### src/rtl/risc16_ctrl_fsm_pkg.sv
// Shared constants for the RiSC16 control sequencer: word width, PC-select
// codes, opcodes, ALU operation codes and write-back source codes.
package risc16_ctrl_fsm_pkg;

   localparam int RISC16_WORD_LEN = 16;

   localparam logic [1:0] SEL_PC_NPC    = 2'b00;
   localparam logic [1:0] SEL_PC_BRANCH = 2'b01;
   localparam logic [1:0] SEL_PC_ALU    = 2'b10;
   localparam logic [1:0] SEL_PC_HOLD   = 2'b11;

   localparam logic [1:0] ALU_ADD   = 2'b00;
   localparam logic [1:0] ALU_NAND  = 2'b01;
   localparam logic [1:0] ALU_PASSB = 2'b10;
   localparam logic [1:0] ALU_CMP   = 2'b11;

   localparam logic [1:0] WB_ALU = 2'b00;
   localparam logic [1:0] WB_MEM = 2'b01;
   localparam logic [1:0] WB_NPC = 2'b10;

   typedef enum logic [2:0] {
      OP_ADD  = 3'b000,
      OP_ADDI = 3'b001,
      OP_NAND = 3'b010,
      OP_LUI  = 3'b011,
      OP_SW   = 3'b100,
      OP_LW   = 3'b101,
      OP_BEQ  = 3'b110,
      OP_JALR = 3'b111
   } opcode_e;

endpackage

### src/rtl/risc16_decode.sv
// Combinational opcode -> control-class decode used by the sequencer.
module risc16_decode
   import risc16_ctrl_fsm_pkg::*;
(
   input  opcode_e    op_i,
   output logic       is_mem_o,
   output logic       is_lw_o,
   output logic       is_sw_o,
   output logic       is_beq_o,
   output logic       is_jalr_o,
   output logic       reg_wr_o,
   output logic [1:0] alu_op_o,
   output logic       imm_b_o
);

   // Per-opcode control flags; every opcode value is decoded.
   always_comb begin
      is_mem_o  = 1'b0;
      is_lw_o   = 1'b0;
      is_sw_o   = 1'b0;
      is_beq_o  = 1'b0;
      is_jalr_o = 1'b0;
      reg_wr_o  = 1'b0;
      alu_op_o  = ALU_ADD;
      imm_b_o   = 1'b0;
      case (op_i)
         OP_ADD:  begin reg_wr_o = 1'b1; end
         OP_ADDI: begin reg_wr_o = 1'b1; imm_b_o = 1'b1; end
         OP_NAND: begin reg_wr_o = 1'b1; alu_op_o = ALU_NAND; end
         OP_LUI:  begin reg_wr_o = 1'b1; alu_op_o = ALU_PASSB; imm_b_o = 1'b1; end
         OP_SW:   begin is_mem_o = 1'b1; is_sw_o = 1'b1; imm_b_o = 1'b1; end
         OP_LW:   begin is_mem_o = 1'b1; is_lw_o = 1'b1; reg_wr_o = 1'b1; imm_b_o = 1'b1; end
         OP_BEQ:  begin is_beq_o = 1'b1; alu_op_o = ALU_CMP; end
         OP_JALR: begin is_jalr_o = 1'b1; reg_wr_o = 1'b1; alu_op_o = ALU_PASSB; end
         default: ;
      endcase
   end

endmodule

### src/rtl/risc16_ctrl_fsm.sv
// Multi-cycle control sequencer for the non-pipelined RiSC16 core.
// Optional feature macro: RISC16_HALT_EN (JALR with nonzero imm field halts).
//
// state  | meaning
// FETCH  | instruction being fetched, no strobes
// DECODE | instr stable, opcode captured on exit
// EXEC   | ALU controls driven
// MEM    | LW/SW strobe held until mem_ready or timeout
// WB     | register write and the single PC update
// HALT   | terminal until reset
module risc16_ctrl_fsm
   import risc16_ctrl_fsm_pkg::*;
#(
   parameter int WORD_LEN     = RISC16_WORD_LEN,
   parameter int MEM_WAIT_MAX = 15
) (
   input  logic                clk_i,
   input  logic                reset_ni,
   input  logic [WORD_LEN-1:0] instr_i,
   input  logic                alu_eq_i,
   input  logic                mem_ready_i,
   output logic [1:0]          mux_pc_o,
   output logic [1:0]          alu_op_o,
   output logic                mux_alu_b_o,
   output logic                mem_re_o,
   output logic                mem_we_o,
   output logic                reg_we_o,
   output logic [1:0]          mux_wb_o,
   output logic                halted_o,
   output logic                bus_err_o
);

   localparam int WCW = $clog2(MEM_WAIT_MAX + 1);

   typedef enum logic [2:0] {
      ST_FETCH  = 3'd0,
      ST_DECODE = 3'd1,
      ST_EXEC   = 3'd2,
      ST_MEM    = 3'd3,
      ST_WB     = 3'd4,
      ST_HALT   = 3'd5
   } state_e;

   state_e         state_q, state_d;
   opcode_e        op_q, op_d;
   logic [WCW-1:0] wait_cnt_q, wait_cnt_d;
   logic           bus_err_q, bus_err_d;

   logic       dec_is_mem, dec_is_lw, dec_is_sw, dec_is_beq, dec_is_jalr, dec_reg_wr, dec_imm_b;
   logic [1:0] dec_alu_op;

`ifdef RISC16_HALT_EN
   logic halt_req_q, halt_req_d;
   logic halted_q, halted_d;
   logic unused_instr;
   assign unused_instr = ^instr_i[WORD_LEN-4:7];
`else
   logic unused_instr;
   assign unused_instr = ^instr_i[WORD_LEN-4:0];
`endif

   risc16_decode u_decode (
      .op_i      (op_q),
      .is_mem_o  (dec_is_mem),
      .is_lw_o   (dec_is_lw),
      .is_sw_o   (dec_is_sw),
      .is_beq_o  (dec_is_beq),
      .is_jalr_o (dec_is_jalr),
      .reg_wr_o  (dec_reg_wr),
      .alu_op_o  (dec_alu_op),
      .imm_b_o   (dec_imm_b)
   );

   // Next-state, opcode capture, wait-state counting and sticky flags.
   always_comb begin
      state_d    = state_q;
      op_d       = op_q;
      wait_cnt_d = wait_cnt_q;
      bus_err_d  = bus_err_q;
`ifdef RISC16_HALT_EN
      halt_req_d = halt_req_q;
      halted_d   = halted_q;
`endif
      case (state_q)
         ST_FETCH:  state_d = ST_DECODE;
         ST_DECODE: begin
            state_d = ST_EXEC;
            op_d    = opcode_e'(instr_i[WORD_LEN-1 -: 3]);
`ifdef RISC16_HALT_EN
            halt_req_d = (opcode_e'(instr_i[WORD_LEN-1 -: 3]) == OP_JALR) && (instr_i[6:0] != 7'd0);
`endif
         end
         ST_EXEC: begin
            if (dec_is_mem) begin
               state_d    = ST_MEM;
               wait_cnt_d = '0;
            end else begin
               state_d = ST_WB;
            end
         end
         ST_MEM: begin
            // ready has priority over a timeout in the same cycle
            if (mem_ready_i) begin
               state_d = ST_WB;
            end else if (wait_cnt_q == WCW'(MEM_WAIT_MAX - 1)) begin
               state_d   = ST_HALT;
               bus_err_d = 1'b1;
            end else begin
               wait_cnt_d = wait_cnt_q + WCW'(1);
            end
         end
         ST_WB: begin
            state_d = ST_FETCH;
`ifdef RISC16_HALT_EN
            if (halt_req_q) begin
               state_d  = ST_HALT;
               halted_d = 1'b1;
            end
`endif
         end
         ST_HALT: state_d = ST_HALT;
         default: state_d = ST_FETCH;
      endcase
   end

   // State register with synchronous active-low reset.
   always_ff @(posedge clk_i) begin
      if (!reset_ni) begin
         state_q    <= ST_FETCH;
         op_q       <= OP_ADD;
         wait_cnt_q <= '0;
         bus_err_q  <= 1'b0;
`ifdef RISC16_HALT_EN
         halt_req_q <= 1'b0;
         halted_q   <= 1'b0;
`endif
      end else begin
         state_q    <= state_d;
         op_q       <= op_d;
         wait_cnt_q <= wait_cnt_d;
         bus_err_q  <= bus_err_d;
`ifdef RISC16_HALT_EN
         halt_req_q <= halt_req_d;
         halted_q   <= halted_d;
`endif
      end
   end

   // Moore output decode; forced to idle while reset is low so an aborted
   // instruction cannot write or move the PC on the reset edge.
   always_comb begin
      mux_pc_o    = SEL_PC_HOLD;
      alu_op_o    = ALU_ADD;
      mux_alu_b_o = 1'b0;
      mem_re_o    = 1'b0;
      mem_we_o    = 1'b0;
      reg_we_o    = 1'b0;
      mux_wb_o    = WB_ALU;
      halted_o    = 1'b0;
      bus_err_o   = 1'b0;
      if (reset_ni) begin
         bus_err_o = bus_err_q;
`ifdef RISC16_HALT_EN
         halted_o = halted_q;
`endif
         case (state_q)
            ST_EXEC: begin
               alu_op_o    = dec_alu_op;
               mux_alu_b_o = dec_imm_b;
            end
            ST_MEM: begin
               alu_op_o    = dec_alu_op;
               mux_alu_b_o = dec_imm_b;
               mem_re_o    = dec_is_lw;
               mem_we_o    = dec_is_sw;
            end
            ST_WB: begin
               alu_op_o    = dec_alu_op;
               mux_alu_b_o = dec_imm_b;
`ifdef RISC16_HALT_EN
               if (!halt_req_q) begin
`else
               begin
`endif
                  reg_we_o = dec_reg_wr;
                  if (dec_is_beq && alu_eq_i) mux_pc_o = SEL_PC_BRANCH;
                  else if (dec_is_jalr)       mux_pc_o = SEL_PC_ALU;
                  else                        mux_pc_o = SEL_PC_NPC;
                  if (dec_is_lw)        mux_wb_o = WB_MEM;
                  else if (dec_is_jalr) mux_wb_o = WB_NPC;
                  else                  mux_wb_o = WB_ALU;
               end
            end
            default: ;
         endcase
      end
   end

endmodule

### config.mk
export PLATFORM = sky130hd
export DESIGN_NAME = risc16_ctrl_fsm
export DESIGN_NICKNAME = d
export VERILOG_FILES = /design/src/rtl/risc16_ctrl_fsm_pkg.sv /design/src/rtl/risc16_decode.sv /design/src/rtl/risc16_ctrl_fsm.sv
export SDC_FILE = /design/constraint.sdc
export NUM_CORES = 1
export LEC_CHECK = 0
export ABC_AREA = 1
export ABC_CLOCK_PERIOD_IN_PS = 2460
export CORE_MARGIN = 5
export CORE_UTILIZATION = 42
export CTS_CLUSTER_DIAMETER = 200
export DETAILED_ROUTE_END_ITERATION = 8
export GPL_ROUTABILITY_DRIVEN = 1
export PLACE_DENSITY_LB_ADDON = 0.05
export REMOVE_ABC_BUFFERS = 1
export SYNTH_ARGS = -nofsm -noshare
export SYNTH_HDL_FRONTEND = slang
export SYNTH_SLANG_ARGS = --single-unit
### constraint.sdc
create_clock -name clk_i -period 2.46 [get_ports clk_i]
set_input_delay 0.246 -clock clk_i [delete_from_list [all_inputs] [get_ports clk_i]]
set_output_delay 0.246 -clock clk_i [all_outputs]
set_load 0.05 [all_outputs]
After elaboration in Yosys (flattened, before gate mapping):

Cells that the tools add are included.

* register bits after elaboration: 11
* bits in latches: 0
* bits in writable memories: 0
* memory bits (read-only): 0
* input port bits: 20
* word-level logic and storage cells: 68
* memories kept: 0

* add/subtract/negate cells: 1
* $mul: 0
* div/mod/pow operators: 0
* $lt $le $gt $ge: 0
* eq/ne operators: 17
* shifts and indexed selects: 0
* multiplexer cells: 34
* bitwise operators: 1
* reduce and logical (&&, ||, !) cells: 11

Operators with widths (count)
* $eq A3 B3 Y1 const B: 6
* $mux W2: 9
* $mux W1: 16
* $pmux W3 S5: 1
* $eq A3 B2 Y1 const B: 4
* $mux W4: 3
* $mux W3: 3
* $pmux W4 S2: 1
* $eq A3 B1 Y1 const B: 2
* $logic_not A3 Y1: 2
* $ne A2 B2 Y1 const B: 3
* $pmux W2 S3: 1
* $reduce_or A6 Y1: 1
* $add A4 B1 Y4 const B: 1
* $eq A4 B4 Y1 const B: 1
* $reduce_and A4 Y1: 1
* $reduce_or A2 Y1: 2
* $reduce_or A4 Y1: 1
* $ne A3 B3 Y1 const B: 1
* $reduce_and A3 Y1: 1
* $reduce_or A3 Y1: 1
* $reduce_bool A2 Y1: 1
* $logic_and A1 B1 Y1: 1
* $not A1 Y1: 1

Depth between registers and ports, before layout:

Gate-level depths: netlist of the first run.

* depth in word-level cells: 6
* gate-level depth with buffers: 8

Cells and area by module:

From an unflattened synthesis of the first run, not the netlist that was laid out.

* cells, all modules: 126
* area total of the unflattened synthesis: 769.5 um^2

Modules (own cells, without submodules)
* risc16_ctrl_fsm: instances 1, cells an instance 112, area an instance 709.4 um^2, seq. area each 220.2 um^2
* risc16_decode: instances 1, cells an instance 14, area an instance 60.1 um^2, seq. area each 0.0 um^2

Worst setup path before layout of the first run:

OpenSTA, ideal clock, no wires.

* path kind: reg-to-output
* from: register state_q[2]
* to: output port alu_op_o[1]
* arrival: 1.510 ns
* data required time: 2.214 ns
* path slack: 0.704 ns
* stages on the path, launching flop included: 7
* path buffers: 0
* cells stage by stage: dfxtp_1 inv_2 nor3_1 nand2_1 o21ai_0 o21ai_1 nor2_1

* cells in the longest elaborated chain, start to end: 4
* elaborated cells on any way between the ends: 6
* those cells by class: 3 x eq/ne; 2 x mux; 1 x reduce/logical

RTL lines
* start: declaration: line risc16_ctrl_fsm.sv:44 `state_e state_q, state_d;`
* start signal: assignment: line risc16_ctrl_fsm.sv:138 `state_q <= state_d;`
* $eq A3 B3 Y1 or $eq A3 B2 Y1 (tied branches): line risc16_ctrl_fsm.sv:166 `case (state_q)`
* $reduce_or A3 Y1 (no source line) (*)
* $mux W2 (*): line risc16_ctrl_fsm.sv:166
* $mux W2 (*): line risc16_ctrl_fsm.sv:161 `if (reset_ni) begin`
* end: declaration: line risc16_ctrl_fsm.sv:23 `output logic [1:0] alu_op_o,`

Every way passes the cells marked *; elsewhere a longest branch is shown, timed or not.

Worst setup path in the final report of the first run:

Same ends and word-level chain as after synthesis.

==> run metrics, run 1 <==
Final Hold Viols 0; # nets final 151; Diodes inserted 0; hold depth 2; final setup skew 0.0111 ns; outcome finished clean; Adder-Cell Fraction of Synth Area 0.0367; mux cell area share after synthesis 0; Die ar. 2530 um2; Post-Place Setup Slack 0.607 ns; compound-cell area share of the yosys netlist 0.103; Worst VDD drop 446 uV; fraction of registers with async set/reset 0; CTS tree done; vias after detailed routing 717; layout cell share with drive strength beyond 1 0.195; post-layout util 0.614; Synth Area in XOR/XNOR 0; dpl cells 140; Hold Buf Count CTS 0; DP Wirelength 1240 um; Clock Latency Late Sink 0.27 ns; setup ws final 0.572 ns; Post-synth top flop dfxtp_1; Via density 4.98; Root Buffer clkbuf_4; grt ovf 0; Startpoint Class flop; first-pass GRT wire length 2850 um; CTS sink cnt 11; Post-synth EDFFs 0; commonest cells in the netlist 26 x nand2_1, 18 x nor2_1, 13 x inv_1; most numerous cell in the Yosys netlist nand2_1; I/O pin total 32; IO buf count 17; initial antenna violation count 0; CTS Buf Count 3; Hold Slack 0.451 ns; Area growth syn-to-layout 37.2%; simple-gate share of the synthesized area 0.437; leakage 0.436 nW; Worst EP arrival 1.64 ns; clock-pin slew on the worst setup and hold paths 0.08 ns; post-route insts no fill 144; Final Max Tran Viols 0; # DRC 0; post-synthesis area per instance 6.37 um2; largest family of logic cells by synthesized area simple AND/OR/NAND/NOR gates; worst hold endpoint bus_err_q; Worst Path Required 2.21 ns; drt initial violations 13; top-area cell type share of the netlist area 0.323; Routed Antenna Nets 0; Setup TNS Final 0 ns; yosys warns 0; setup bufs post-CTS 0; CP Capture Type primary output; FP Rows 14; Starting Density 0.447; hold_sp bus_err_q; WS Path Type flop to primary output; vias in the first global route 676; Power Dens Cells 558 nW/um2; WL/cell 11.0 um; sequential element share of the synthesized area 0.323; Mapped Cells 107; Max Cap Violations 0; Synth Register Bits 11; setup slack, reg-to-reg 1.12 ns; Synth area leader dfxtp_1; worst-case clock buffer depth 2; Tcrit/Tclk final 0.768; synth unique cells 25; Hold Path Class flop to flop; GR Util All Layers 0.143; Die Ht 50.3 um; worst reg2reg path depth 8; largest cells by area after synthesis dfxtp_1 32%, nand2_1 14%, nor2_1 9.9%; Core ar. 1520 um2; CTS H-tree lvls 1; CP Max Fanout 7; Pre-antenna DRT Iters 4; RSZ-0062 raised after global routing no; Reg2Reg Capture Point wait_cnt_q[0]; Fmax 530 MHz; setup violators final 0; wirelength, routed 1580 um; RePlAce Congestion 0.803; FF-to-FF Start wait_cnt_q[0]; min Tclk post-route 1.89 ns; pin count of the biggest net entering global routing 8; Syn Std Cell Area 682 um2; Die X 50.3 um; CTS resizes 0
## cell type report
class | count | area, um2
Fill cell | 149 | 588
Multi-Input combinational cell | 80 | 397
Sequential cell | 11 | 220
Timing Repair Buffer | 19 | 220
Inverter | 14 | 52.6
Clock buffer | 4 | 26.3
Tap cell | 16 | 20.0
## report_power, final
| group | switching, W | total [W] | internal [W] |
|---|---|---|---|
| logic | 0.000104 | 0.000165 | 0.0000608 |
| registers | 0.0000312 | 0.000233 | 0.000201 |
| clock network | 0.0000625 | 0.000125 | 0.0000628 |
## layout by cell type, fill, tap and decap left out, drive strengths merged
master	count
nand2	30
clkbuf	4
nor2	19
nor3	1
o21ai	4
dfxtp	11
nand3	11
o211ai	1
conb	1
a21oi	5
clkdlybuf4s50	6
o31ai	1
ha	2
buf	13
a31oi	1
inv	14
nor3b	1
and3	1
nand4	2
## flip-flops by register name, summed over array words and instances, names as in the netlist
signal	count
bus_err_q	1
op_q	3
state_q	3
wait_cnt_q	4
## how the worst max path moves through the flow
stage / cells past startpoint / slack (ns) / startpoint / to
2_1_floorplan: 6 / 0.70 / state_q[2] / alu_op_o[1]
3_3_place_gp: 6 / 0.61 / reset_ni / mux_alu_b_o
3_5_place_dp: 6 / 0.61 / reset_ni / mux_alu_b_o
4_1_cts: 7 / 0.57 / state_q[2] / mux_alu_b_o
5_1_grt: 7 / 0.40 / state_q[2] / mux_alu_b_o
6_report: 7 / 0.57 / state_q[2] / alu_op_o[1]
## per-stage QoR
step / power (W) / instance area [um2]
after floorplan: 0.000346 / 669
after global placement: 0.000399 / 910
after detailed placement: 0.000399 / 910
after CTS: 0.000526 / 936
after global routing: 0.000561 / 936
final: 0.000523 / 936
## metal layers
layer / track usage / vias up / share of wire
met3: 0.0710 / 2 / 0.077
li1: - / 380 / -
met1: 0.184 / 318 / 0.48
met5: 0 / - / 0
met2: 0.211 / 17 / 0.44
met4: 0.0383 / 0 / 0.0057
## logic make-up after synthesis
logic type / after synthesis
compound gates: 12
fa+ha+maj: 2
buf+inv: 16
flops: 11
other cells: 1
simple gates: 65
## critical path, stage by stage, from the launching register on
cell	delay, ns
dfxtp_1	0.38
inv_2	0.08
nor3_1	0.13
nand2_1	0.14
o21ai_0	0.13
o21ai_1	0.13
nor2_1	0.21
buf_12	0.17
(Power assumes the default switching activity.)
==> inputs of run 2 (changes only) <==
--- a/config.mk
+++ b/config.mk
@@ -6,9 +6,9 @@
 export NUM_CORES = 1
 export LEC_CHECK = 0
 export ABC_AREA = 1
-export ABC_CLOCK_PERIOD_IN_PS = 2460
+export ABC_CLOCK_PERIOD_IN_PS = 1600
 export CORE_MARGIN = 5
-export CORE_UTILIZATION = 42
+export CORE_UTILIZATION = 36
 export CTS_CLUSTER_DIAMETER = 200
 export DETAILED_ROUTE_END_ITERATION = 8
 export GPL_ROUTABILITY_DRIVEN = 1
==> constraint.sdc (replaced) <==
create_clock -name clk_i -period 1.6 [get_ports clk_i]
set_input_delay 0.16 -clock clk_i [delete_from_list [all_inputs] [get_ports clk_i]]
set_output_delay 0.16 -clock clk_i [all_outputs]
set_load 0.05 [all_outputs]
==> run 2 against run 1 <==
Sequential power is 61% higher. Critical endpoint is now mux_alu_b_o. Highest routed layer unchanged. Largest cell class unchanged. Critical path depth is 1 lower. Die area is 13% higher.
==> run metrics, run 2 (same netlist as run 1, synthesis figures left out) <==
Area growth syn-to-layout 61.8% (was 37.2%); GR Util All Layers 0.158 (was 0.143); Highest Signal Layer met4 (unchanged); worst-case clock buffer depth 2 (unchanged); CTS tree done (unchanged); Setup TNS Final 0 ns (unchanged); # nets final 155 (was 151); RePlAce Congestion 0.849 (was 0.803); wirelength, routed 1890 um (was 1580 um); met1 wire length 945 um (was 757 um); Die ar. 2860 um2 (was 2530 um2); Power Dens Cells 803 nW/um2 (was 558 nW/um2); layout cell share with drive strength beyond 1 0.333 (was 0.195); clock-pin slew on the worst setup and hold paths 0.08 ns (about the same); Core ar. 1760 um2 (was 1520 um2); Pre-antenna DRT Iters 4 (unchanged); most frequent cells in the layout 26 x nand2_1, 13 x inv_1, 12 x nor2_1, 11 x buf_12, 8 x nand3_1 (was 26 x nand2_1, 18 x nor2_1, 13 x inv_1, 11 x dfxtp_1, 9 x nand3_1); WL/cell 12.0 um (was 11.0 um); CTS sink cnt 11 (unchanged); dpl cells 152 (was 140); CTS Buf Count 3 (unchanged); vias after detailed routing 754 (was 717); Final Hold Viols 0 (unchanged); CP Capture Type primary output (unchanged); Diodes inserted 0 (unchanged); Tcrit/Tclk final 0.972; pin count of the biggest net entering global routing 8 (unchanged); # DRC 0 (unchanged); Startpoint Class flop (unchanged); leakage 0.493 nW (was 0.436 nW); grt ovf 0 (unchanged); Top Registers wait_cnt_q x4, op_q x3, state_q x3 (unchanged); Starting Density 0.387 (was 0.447); Max Cap Violations 0 (unchanged); max reg flops 4 (unchanged); Die X 53.5 um (was 50.3 um); Root Buffer clkbuf_4 (unchanged); Biggest register wait_cnt_q (unchanged); CP Max Fanout 5 (was 7); FP Rows 15 (was 14); Worst Path Required 1.44 ns (was 2.21 ns); outcome finished clean (unchanged); Routed Antenna Nets 0 (unchanged); Fmax 643 MHz; Via density 4.80 (was 4.98); post-layout util 0.626 (was 0.614); Worst VDD drop 711 uV (was 446 uV); IO buf count 17 (unchanged); setup violators final 0 (unchanged); Clock Latency Late Sink 0.27 ns (about the same); I/O pin total 32 (unchanged); Hold Buf Count CTS 0 (unchanged); drt initial violations 12 (was 13); WL met3 86 um (was 122 um); DP Wirelength 1390 um (was 1240 um); Worst EP arrival 1.40 ns (was 1.64 ns); first-pass GRT wire length 3280 um (was 2850 um); WL met2 844 um (was 693 um); commonest non-fill, non-tap cell in the layout nand2_1 (unchanged); initial antenna violation count 0 (unchanged); vias in the first global route 747 (was 676); post-route insts no fill 157 (was 144); RSZ-0062 raised after global routing yes (was no); final setup skew 0.00272 ns (was 0.0111 ns); WS Path Type flop to primary output (unchanged); Hold Path Class input port to flop (was flop to flop); CTS H-tree lvls 1 (unchanged); Final Max Tran Viols 0 (unchanged); min Tclk post-route 1.56 ns; Die Ht 53.5 um (was 50.3 um)
## run 2: power breakdown
part | internal, W | leakage [nW] | total, W | switching (W)
Sequential | 0.000317 | 0.0918 | 0.000374 | 0.0000570
Clock | 0.0000967 | 0.0150 | 0.000203 | 0.000106
Combinational | 0.000124 | 0.386 | 0.000309 | 0.000185
## run 2: timing repair
item                                    CTS  global route
setup buffers                             0             1
resized for setup                        10            10
pin swaps                                 1             2
endpoints found under the setup margin    6            10
## run 2: cell type report
type                            instances  area, um2
Clock buffer                            4       26.3
Fill cell                             186        661
Timing Repair Buffer                   23        328
Inverter                               14       55.1
Tap cell                               25       31.3
Multi-Input combinational cell         80        433
Sequential cell                        11        230
## run 2: worst max-delay path, cell delays in order (launching register included)
cell,delay [ns]
dfxtp_4,0.37
nor3_2,0.16
nand2_1,0.09
o21ai_2,0.09
o21ai_2,0.09
nor2_2,0.16
buf_12,0.15
## run 2: path summary, 6_finish.rpt
check	from	to	slack (ns)	cells past startpoint
worst max register to register	wait_cnt_q[0]	wait_cnt_q[1]	0.27	8
worst min register to register	bus_err_q	bus_err_q	0.45	2
worst max-delay path	state_q[0]	mux_alu_b_o	0.04	6
worst min-delay path	reset_ni	state_q[0]	0.34	4
## run 2: stage by stage
stage | hold WS, ns | worst slack, ns | area [um2] | total power, W
2_1_floorplan | 0.258 | -0.0698 | 669 | 0.000533
3_3_place_gp | 0.436 | -0.0700 | 1020 | 0.000634
3_5_place_dp | 0.439 | -0.0953 | 1020 | 0.000639
4_1_cts | 0.457 | 0.00161 | 1070 | 0.000853
5_1_grt | 0.365 | -0.0310 | 1100 | 0.000948
6_report | 0.339 | 0.0445 | 1100 | 0.000886
## run 2: routing by layer
metal	up-vias	track usage
li1	388	-
met1	348	0.202
met2	16	0.249
met3	2	0.0592
met4	0	0.0383
met5	-	0
